--- config.mk ---
export PLATFORM = sky130hd
export DESIGN_NAME = m68k_bus_ctrl
export DESIGN_NICKNAME = d
export VERILOG_FILES = /design/src/rtl/m68k_bus_pkg.sv /design/src/rtl/m68k_ipl_enc.sv /design/src/rtl/m68k_bus_ctrl.sv
export SDC_FILE = /design/constraint.sdc
export NUM_CORES = 1
export LEC_CHECK = 0
export ABC_AREA = 0
export BUFFER_PORTS_ARGS = -buffer_cell sky130_fd_sc_hd__buf_2
export CAP_MARGIN = 10
export CORE_MARGIN = 4
export CORE_UTILIZATION = 42
export CTS_CLUSTER_SIZE = 8
export DETAILED_ROUTE_END_ITERATION = 10
export PLACE_DENSITY = 0.79
export SLEW_MARGIN = 20
export SYNTH_ARGS = -nofsm -noshare
export SYNTH_HDL_FRONTEND = slang
export SYNTH_SLANG_ARGS = --single-unit
--- constraint.sdc ---
create_clock -name clk -period 2.17 [get_ports clk]
set_clock_uncertainty 0.05 [all_clocks]
set_input_delay 0.3255 -clock clk [delete_from_list [all_inputs] [get_ports clk]]
set_output_delay 0.3255 -clock clk [all_outputs]
set_load 0.03 [all_outputs]
--- src/rtl/m68k_bus_pkg.sv ---
`default_nettype none
// ============================================================================
//  Module   : m68k_bus_pkg
//  Purpose  : Shared types and constants for the 68000 bus controller.
//  Revision : 1.0  initial release
// ============================================================================
package m68k_bus_pkg;

  typedef enum logic [1:0] {
    ST_IDLE = 2'd0,
    ST_WAIT = 2'd1,
    ST_ACK  = 2'd2,
    ST_BERR = 2'd3
  } bus_state_t;

  localparam logic [2:0] FC_IACK = 3'b111;
  localparam int         WAIT_W  = 4;

endpackage
`default_nettype wire

--- src/rtl/m68k_ipl_enc.sv ---
`default_nettype none
// ============================================================================
//  Module   : m68k_ipl_enc
//  Purpose  : Seven-line interrupt priority encoder with registered IPLn.
//  Revision : 1.0  initial release
// ============================================================================
module m68k_ipl_enc (
  input  logic       clk,
  input  logic       reset,
  input  logic [6:0] irq,
  output logic [2:0] ipl_n
);

  logic [2:0] w_level;
  logic [2:0] r_ipl_n;

  // Highest set line wins: later iterations override lower levels.
  always_comb begin
    w_level = 3'd0;
    for (int k = 0; k < 7; k++) begin
      if (irq[k]) w_level = 3'(k + 1);
    end
  end

  always_ff @(posedge clk or posedge reset) begin
    if (reset) r_ipl_n <= 3'b111;
    else       r_ipl_n <= ~w_level;
  end

  assign ipl_n = r_ipl_n;

endmodule
`default_nettype wire

--- src/rtl/m68k_bus_ctrl.sv ---
`default_nettype none
// ============================================================================
//  Module   : m68k_bus_ctrl
//  Purpose  : 68000 bus controller: region decode, wait states, DTACK/VPA/
//             BERR generation and IPL encoding. Optional bus-error support
//             is enabled with the M68K_BUS_BERR_EN macro.
//  Revision : 1.0  initial release
// ============================================================================
module m68k_bus_ctrl
  import m68k_bus_pkg::*;
#(
  parameter int                          N_REGIONS    = 8,
  parameter int                          REGION_LSB   = 15,
  parameter int                          REGION_BITS  = 3,
  parameter logic [4*N_REGIONS-1:0]      WAIT_STATES  = '0,
  parameter int                          TIMEOUT      = 255,
  parameter int                          TIMEOUT_BITS = 8
) (
  input  logic                 clk,
  input  logic                 reset,
  input  logic                 ce,
  input  logic                 as_n,
  input  logic                 rw,
  input  logic [2:0]           fc,
  input  logic [23:1]          addr,
  input  logic [N_REGIONS-1:0] ext_rdy,
  input  logic [6:0]           irq,
  output logic [N_REGIONS-1:0] sel,
  output logic                 dtack_n,
  output logic                 vpa_n,
  output logic                 berr_n,
  output logic [2:0]           ipl_n,
  output logic [2:0]           iack_level
);

  bus_state_t             r_state, w_state_nxt;
  logic [N_REGIONS-1:0]   r_sel, w_sel_dec;
  logic [WAIT_W-1:0]      r_wait, w_ws_dec;
  logic                   r_iack;
  logic [2:0]             r_iack_level;
  logic [REGION_BITS-1:0] w_idx;
  logic                   w_mapped, w_rdy, w_is_iack, w_timeout;

  assign w_idx     = addr[REGION_LSB+REGION_BITS-1:REGION_LSB];
  assign w_is_iack = (fc == FC_IACK);
  // sel is one-hot, so masking avoids indexing ext_rdy by region number.
  assign w_rdy     = |(ext_rdy & r_sel);

  always_comb begin
    w_sel_dec = '0;
    w_ws_dec  = '0;
    for (int i = 0; i < N_REGIONS; i++) begin
      if (w_idx == i[REGION_BITS-1:0]) begin
        w_sel_dec[i] = 1'b1;
        w_ws_dec     = WAIT_STATES[i*WAIT_W +: WAIT_W];
      end
    end
  end
  assign w_mapped = |w_sel_dec;

`ifdef M68K_BUS_BERR_EN
  localparam bus_state_t            c_unmapped_state = ST_BERR;
  localparam logic [TIMEOUT_BITS-1:0] c_timeout      = TIMEOUT_BITS'(TIMEOUT);
  logic [TIMEOUT_BITS-1:0] r_tmo, w_tmo_inc;

  assign w_tmo_inc = r_tmo + 1'b1;
  // Fires on the step that would bring the count to TIMEOUT.
  assign w_timeout = (w_tmo_inc == c_timeout);

  always_ff @(posedge clk or posedge reset) begin
    if (reset) begin
      r_tmo <= '0;
    end else if (ce) begin
      if (r_state == ST_IDLE)      r_tmo <= '0;
      else if (r_state == ST_WAIT) r_tmo <= w_tmo_inc;
    end
  end
`else
  localparam bus_state_t c_unmapped_state = ST_ACK;
  logic w_unused_cfg;
  assign w_unused_cfg = (TIMEOUT < (1 << TIMEOUT_BITS));
  assign w_timeout    = 1'b0;
`endif

  logic w_unused;
  assign w_unused = &{1'b0, rw, addr};

  always_ff @(posedge clk or posedge reset) begin
    if (reset)   r_state <= ST_IDLE;
    else if (ce) r_state <= w_state_nxt;
  end

  always_comb begin
    w_state_nxt = r_state;
    case (r_state)
      ST_IDLE: begin
        if (!as_n) begin
          if (w_is_iack)     w_state_nxt = ST_ACK;
          else if (w_mapped) w_state_nxt = ST_WAIT;
          else               w_state_nxt = c_unmapped_state;
        end
      end
      ST_WAIT: begin
        if (as_n)                             w_state_nxt = ST_IDLE;
        else if ((r_wait == '0) && w_rdy)     w_state_nxt = ST_ACK;
        else if (w_timeout)                   w_state_nxt = ST_BERR;
      end
      ST_ACK, ST_BERR: begin
        if (as_n) w_state_nxt = ST_IDLE;
      end
      default: w_state_nxt = ST_IDLE;
    endcase
  end

  always_ff @(posedge clk or posedge reset) begin
    if (reset) begin
      r_sel        <= '0;
      r_wait       <= '0;
      r_iack       <= 1'b0;
      r_iack_level <= 3'd0;
    end else if (ce) begin
      if (r_state == ST_IDLE && !as_n) begin
        r_iack <= w_is_iack;
        if (w_is_iack) begin
          r_iack_level <= addr[3:1];
        end else begin
          r_sel  <= w_sel_dec;
          r_wait <= w_ws_dec;
        end
      end else if (r_state == ST_WAIT && r_wait != '0) begin
        r_wait <= r_wait - 1'b1;
      end
      if (w_state_nxt == ST_IDLE) r_sel <= '0;
    end
  end

  always_comb begin
    dtack_n = 1'b1;
    vpa_n   = 1'b1;
    berr_n  = 1'b1;
    if (r_state == ST_ACK) begin
      if (r_iack) vpa_n   = 1'b0;
      else        dtack_n = 1'b0;
    end
`ifdef M68K_BUS_BERR_EN
    if (r_state == ST_BERR) berr_n = 1'b0;
`endif
  end

  assign sel        = r_sel;
  assign iack_level = r_iack_level;

  m68k_ipl_enc u_ipl_enc (
    .clk   (clk),
    .reset (reset),
    .irq   (irq),
    .ipl_n (ipl_n)
  );

endmodule
`default_nettype wire

==> out/results.tsv, run 1 <==
metric	value	unit
p_per_area	704.8	nW/um^2
cp_slowest_cell	or3b_2	
worst_setup_path_end_kind	flip-flop	
fin_setup_tns	0	ps
cts_resized	0	
ant_nets	0	
clkSinkCount	21	
ios	63	
hold_buffers	0	
syn2layout_area_growth	24.91	%
core_area	2276	um^2
initial_core_util	45.46	%
antenna_found_initial	0	
cp_slowest_stage_delay	470	ps
place_ws	344.9	ps
syn_area	1035	um^2
fmax	534.7	MHz
drive_gt1_share	40.14	%
synth_top_area_share	43.53	%
synth-seq-cells	21	
hold_violations	0	
timing.final.crit_share	86.19	%
die_area	3322	um^2
viasPerCell	5.324	
critPathLaunchType	flip-flop	
slew_violations	0	
rsz0062_at_grt	false	
h-tree-depth	1	
dp_cells	166	
synth-async-reset-ratio	100.0	%
clk_pin_slew	110	ps
die_x	57.64	um
syn_avg_cell_area	10.67	um^2
grt_use_total	14.56	%
seq_area	529.3	um^2
yosysMostFrequentCell	dfrtp_1	
ys.flop_type	dfrtp_1	
first_global_vias	902	
crit_fanout	6	
setup-violations-final	0	
place.detailed.hpwl	1921	um
r2r_slack	300	ps
syn-num-nets	144	
nFillCells	186	
grt_max_degree	22	
cts_tree	built	
cts_inserted_buffers	3	
yosys-top-cells-count	18 x dfrtp_1, 10 x nand2_1, 6 x inv_1	
synth_cells	97	
final_cells	170	
maxCapViolCount	0	
vias	905	
synth.yosys.warnings	0	
drt_iter0_drc	27	
critical_path_class	flip-flop to flip-flop	
yosys.cell_types.count	35	
wl	2351	um
whs	110.3	ps
synth_top_cell_by_area	dfrtp_1	
overflow	0	
final_net_count	190	
hp-class	input pin to asynchronous set/reset pin	
seq_area_frac_synth	51.15	%
synth-edff-count	0	
io_buffers	43	
rows	17	
layout_min_cycle_time	1870	ps
drcViolationCount	0	
synth.area.top_cells	dfrtp_1 44%, dfstp_2 7.6%, nand2_1 3.6%, o41ai_1 3.4%, mux2_2 3.3%	
clk_latency	290	ps
required	2330	ps
status	complete, no violations	
crit_chain	inv_1 -> ha_1 -> or3b_2 -> nand3_1 -> mux2i_1 -> o2bb2ai_1	
ir_worst_vdd	0.4364	mV
p_total	0.9110	mW
root_buffer	clkbuf_4	
multi_input_area	464.2	um^2
cp.arrival	2030	ps
p_leak	0.6429	nW
tightest_slew	783.6	ps
setup_slack	299.7	ps
grt_first_pass_wirelength	3864	um
die-height	57.64	um
wl_per_cell	13.83	um
firstDrtPassIters	4	
cts_setup_buffers	0	
ctsLongestPathBuffers	2	
antenna_cells	0	
place.gp.congestion	0.7669	
max_slew_margin	47.70	%
[stage by stage]
stage          instance area, um^2  utilization (%)
2_1_floorplan                 1035                -
3_3_place_gp                  1266            55.64
3_5_place_dp                  1266            55.64
4_1_cts                       1292            56.79
5_1_grt                       1292            56.79
6_report                      1292            56.79
[kinds of logic after synthesis]
| kind of cell | count (synthesis) | synth area share [%] |
|---|---|---|
| compound gates | 23 | 16.69 |
| other cells | 1 | 0.3624 |
| fa+ha+maj | 1 | 1.209 |
| xor+xnor | 1 | 0.8466 |
| mux | 4 | 4.232 |
| simple gates | 38 | 21.52 |
| flops | 21 | 51.15 |
| buf+inv | 8 | 3.990 |
[cell usage in the layout (no fill, tap or decap), drive strengths merged, types with 2 or more instances in the layout]
cell type | synthesis | layout
o41ai | 4 | 4
mux2 | 3 | 3
dfstp | 3 | 3
nand3 | 3 | 3
nand4 | 2 | 2
nor3 | 3 | 3
nand2b | 5 | 5
nor2 | 4 | 4
o21ai | 5 | 5
nand3b | 4 | 4
dfrtp | 18 | 18
buf | 2 | 43
nand2 | 10 | 10
a21oi | 2 | 2
clkbuf | 0 | 4
a22oi | 4 | 4
inv | 6 | 6
o31ai | 3 | 3
[metal layers]
metal | vias to the layer above | GRT usage, % | routed length, um
met5 | - | 0 | 0
met4 | 0 | 2.318 | 10
met3 | 2 | 3.786 | 134
met2 | 23 | 28.06 | 1285
met1 | 438 | 16.08 | 920
li1 | 442 | - | -
[where the power goes]
part           internal [mW]  switching (mW)  total, mW
combinational         0.0958           0.160      0.256
clock                 0.0713           0.107      0.178
sequential             0.438          0.0388      0.477
[worst max-delay path: cells and delay by family (launching register included)]
family | cells | cell delay, ps
mux | 1 | 230
compound gates | 1 | 140
simple gates | 2 | 680
fa+ha+maj | 1 | 210
flops | 1 | 420
buf+inv | 1 | 70
[area by class of cell]
type	instances	share of cell area, %
Multi-Input combinational cell	68	35.91
Clock buffer	4	2.033
Timing Repair Buffer	43	16.65
Sequential cell	21	40.95
Tap cell	28	2.711
Inverter	6	1.742
[path summary, 6_finish.rpt]
| path | startpoint | endpoint | depth (start not counted) |
|---|---|---|---|
| max | r_wait[0]$_DFFE_PP0P_ | r_wait[2]$_DFFE_PP0P_ | 6 |
| min | reset | sel[3]$_DFFE_PP0P_ | 2 |
| max reg2reg | r_wait[0]$_DFFE_PP0P_ | r_wait[2]$_DFFE_PP0P_ | 6 |
| min reg2reg | iack_level[1]$_DFFE_PP0P_ | iack_level[1]$_DFFE_PP0P_ | 1 |
| max in group asynchronous | reset | r_wait[3]$_DFFE_PP0P_ | 2 |
| min in group clk | irq[5] | u_ipl_enc.ipl_n[2]$_DFF_PP1_ | 2 |
[state kept, by name, summed over array words and instances (netlist names)]
register and cells:
sel 8, r_wait 4, iack_level 3, u_ipl_enc.ipl_n 3, r_state 2, r_iack 1
(Power assumes the default switching activity.)
==> inputs of run 2 (changes only) <==
- CORE_UTILIZATION: 42 -> 35
- PLACE_DENSITY: 0.79 -> 0.68
==> out/results.tsv, run 2 (synthesis results as in run 1) <==
metric	value	unit
status	complete, no violations	
netSwitchingPower	0.3083	mW
clk_latency	300	ps
h-tree-depth	1	
hold_buffers	0	
place.gp.congestion	0.7605	
maxCapViolCount	0	
overflow	0	
use_met1	14.61	%
crit_fanout	6	
antenna_cells	0	
cts_resized	0	
syn2layout_area_growth	25.39	%
antenna_found_initial	0	
tightest_slew	778.6	ps
gr-usage-met3	2.158	%
clk_pin_slew	110	ps
grt_first_pass_wirelength	3829	um
die_area	3890	um^2
critical_path_class	flip-flop to flip-flop	
die_x	62.37	um
required	2340	ps
dpl_cell_area	1270	um^2
setup-violations-final	0	
grt.busiest_layer	met2	
fin_setup_tns	0	ps
timing.final.crit_share	84.83	%
io_buffers	43	
wl_per_cell	12.75	um
drt_iter0_drc	25	
final_net_count	190	
layout_commonest_cell	buf_2	
nFillCells	263	
rsz0062_at_grt	false	
hold_violations	0	
critPathLaunchType	flip-flop	
fin_area	1297	um^2
ir_worst_vdd	0.5278	mV
max_slew_margin	48.04	%
swShare	33.85	%
die-height	62.37	um
p_total	0.9107	mW
first_global_vias	927	
drive_gt1_share	40.85	%
grt_use_total	11.65	%
cp.arrival	2010	ps
cts_setup_buffers	0	
final_core_util	46.65	%
core_area	2781	um^2
cts_tree	built	
ctsLongestPathBuffers	2	
p_per_area	701.9	nW/um^2
pwr-share-clk	19.7	%
wl	2205	um
viasPerCell	5.341	
drcViolationCount	0	
clkSinkCount	21	
firstDrtPassIters	4	
layout_min_cycle_time	1841	ps
grt_max_degree	22	
p_leak	0.6456	nW
slew_violations	0	
largest_reg_flops	8	
worst_setup_path_end_kind	flip-flop	
root_buffer	clkbuf_4	
initial_core_util	37.20	%
rows	19	
layout_common_cells	43 x buf_2, 18 x dfrtp_1, 10 x nand2_1, 6 x inv_1	
p_seq_share	52.3	%
ant_nets	0	
gr-usage-met2	19.82	%
hp-class	input pin to asynchronous set/reset pin	
intPower	0.6024	mW
vias	924	
ios	63	
p_comb_share	28.0	%
cts_inserted_buffers	3	
fmax	543.2	MHz
place.detailed.hpwl	1787	um
==> run 2: changes by cell type in the layout (fill, tap and decap cells not counted), sizes merged <==
cell and change:
clkbuf -1, clkinv +1
==> run 2: per-layer routing <==
metal  wire length (um)  up-vias
met5                  0        -
met4                  0        0
met3                158        0
met2               1077       37
met1                969      443
li1                   -      444
==> run 2: worst max-delay path, stage by stage (launching register included) <==
cell and delay, ps:
dfrtp_1 440, inv_1 70, ha_1 190, or3b_2 470, nand3_1 220, mux2i_1 210, o2bb2ai_1 120
==> run 2: final timing paths <==
path                                        from                           end  slack [ps]  cells after the start
setup / recovery           r_wait[0]$_DFFE_PP0P_         r_wait[2]$_DFFE_PP0P_         330                      6
hold / removal                             reset            sel[3]$_DFFE_PP0P_         100                      2
setup reg to reg           r_wait[0]$_DFFE_PP0P_         r_wait[2]$_DFFE_PP0P_         330                      6
hold reg to reg               sel[0]$_DFFE_PP0P_            sel[0]$_DFFE_PP0P_         460                      2
max in group asynchronous                  reset         r_wait[0]$_DFFE_PP0P_        1480                      2
min in group clk                          irq[6]  u_ipl_enc.ipl_n[0]$_DFF_PP1_         110                      2
==> run 2: final cells by class <==
class / count / area (um^2) / area share [%]
clock buffer: 3 / 22.52 / 1.736
tap: 31 / 38.79 / 2.989
sequential: 21 / 529.3 / 40.79
clock inverter: 1 / 5.005 / 0.3857
inverter: 6 / 22.52 / 1.736
multi-input combinational: 68 / 464.2 / 35.78
timing repair buffer: 43 / 215.2 / 16.59
==> run 2: stage by stage <==
step	setup slack (ps)	cells	hold slack [ps]
after floorplan	501.1	97	249.8
after global placement	418.7	169	423.0
after detailed placement	368.5	169	434.6
after CTS	343.8	173	95.63
after global routing	264.0	173	84.14
final	329.2	173	102.9
==> run 2: power groups by stage <==
stage / sequential [mW] / combinational [mW] / clock, mW
2_1_floorplan: 0.546 / 0.109 / 0
3_3_place_gp: 0.482 / 0.254 / 0
3_5_place_dp: 0.484 / 0.258 / 0
4_1_cts: 0.476 / 0.257 / 0.193
5_1_grt: 0.485 / 0.274 / 0.213
6_report: 0.477 / 0.255 / 0.179
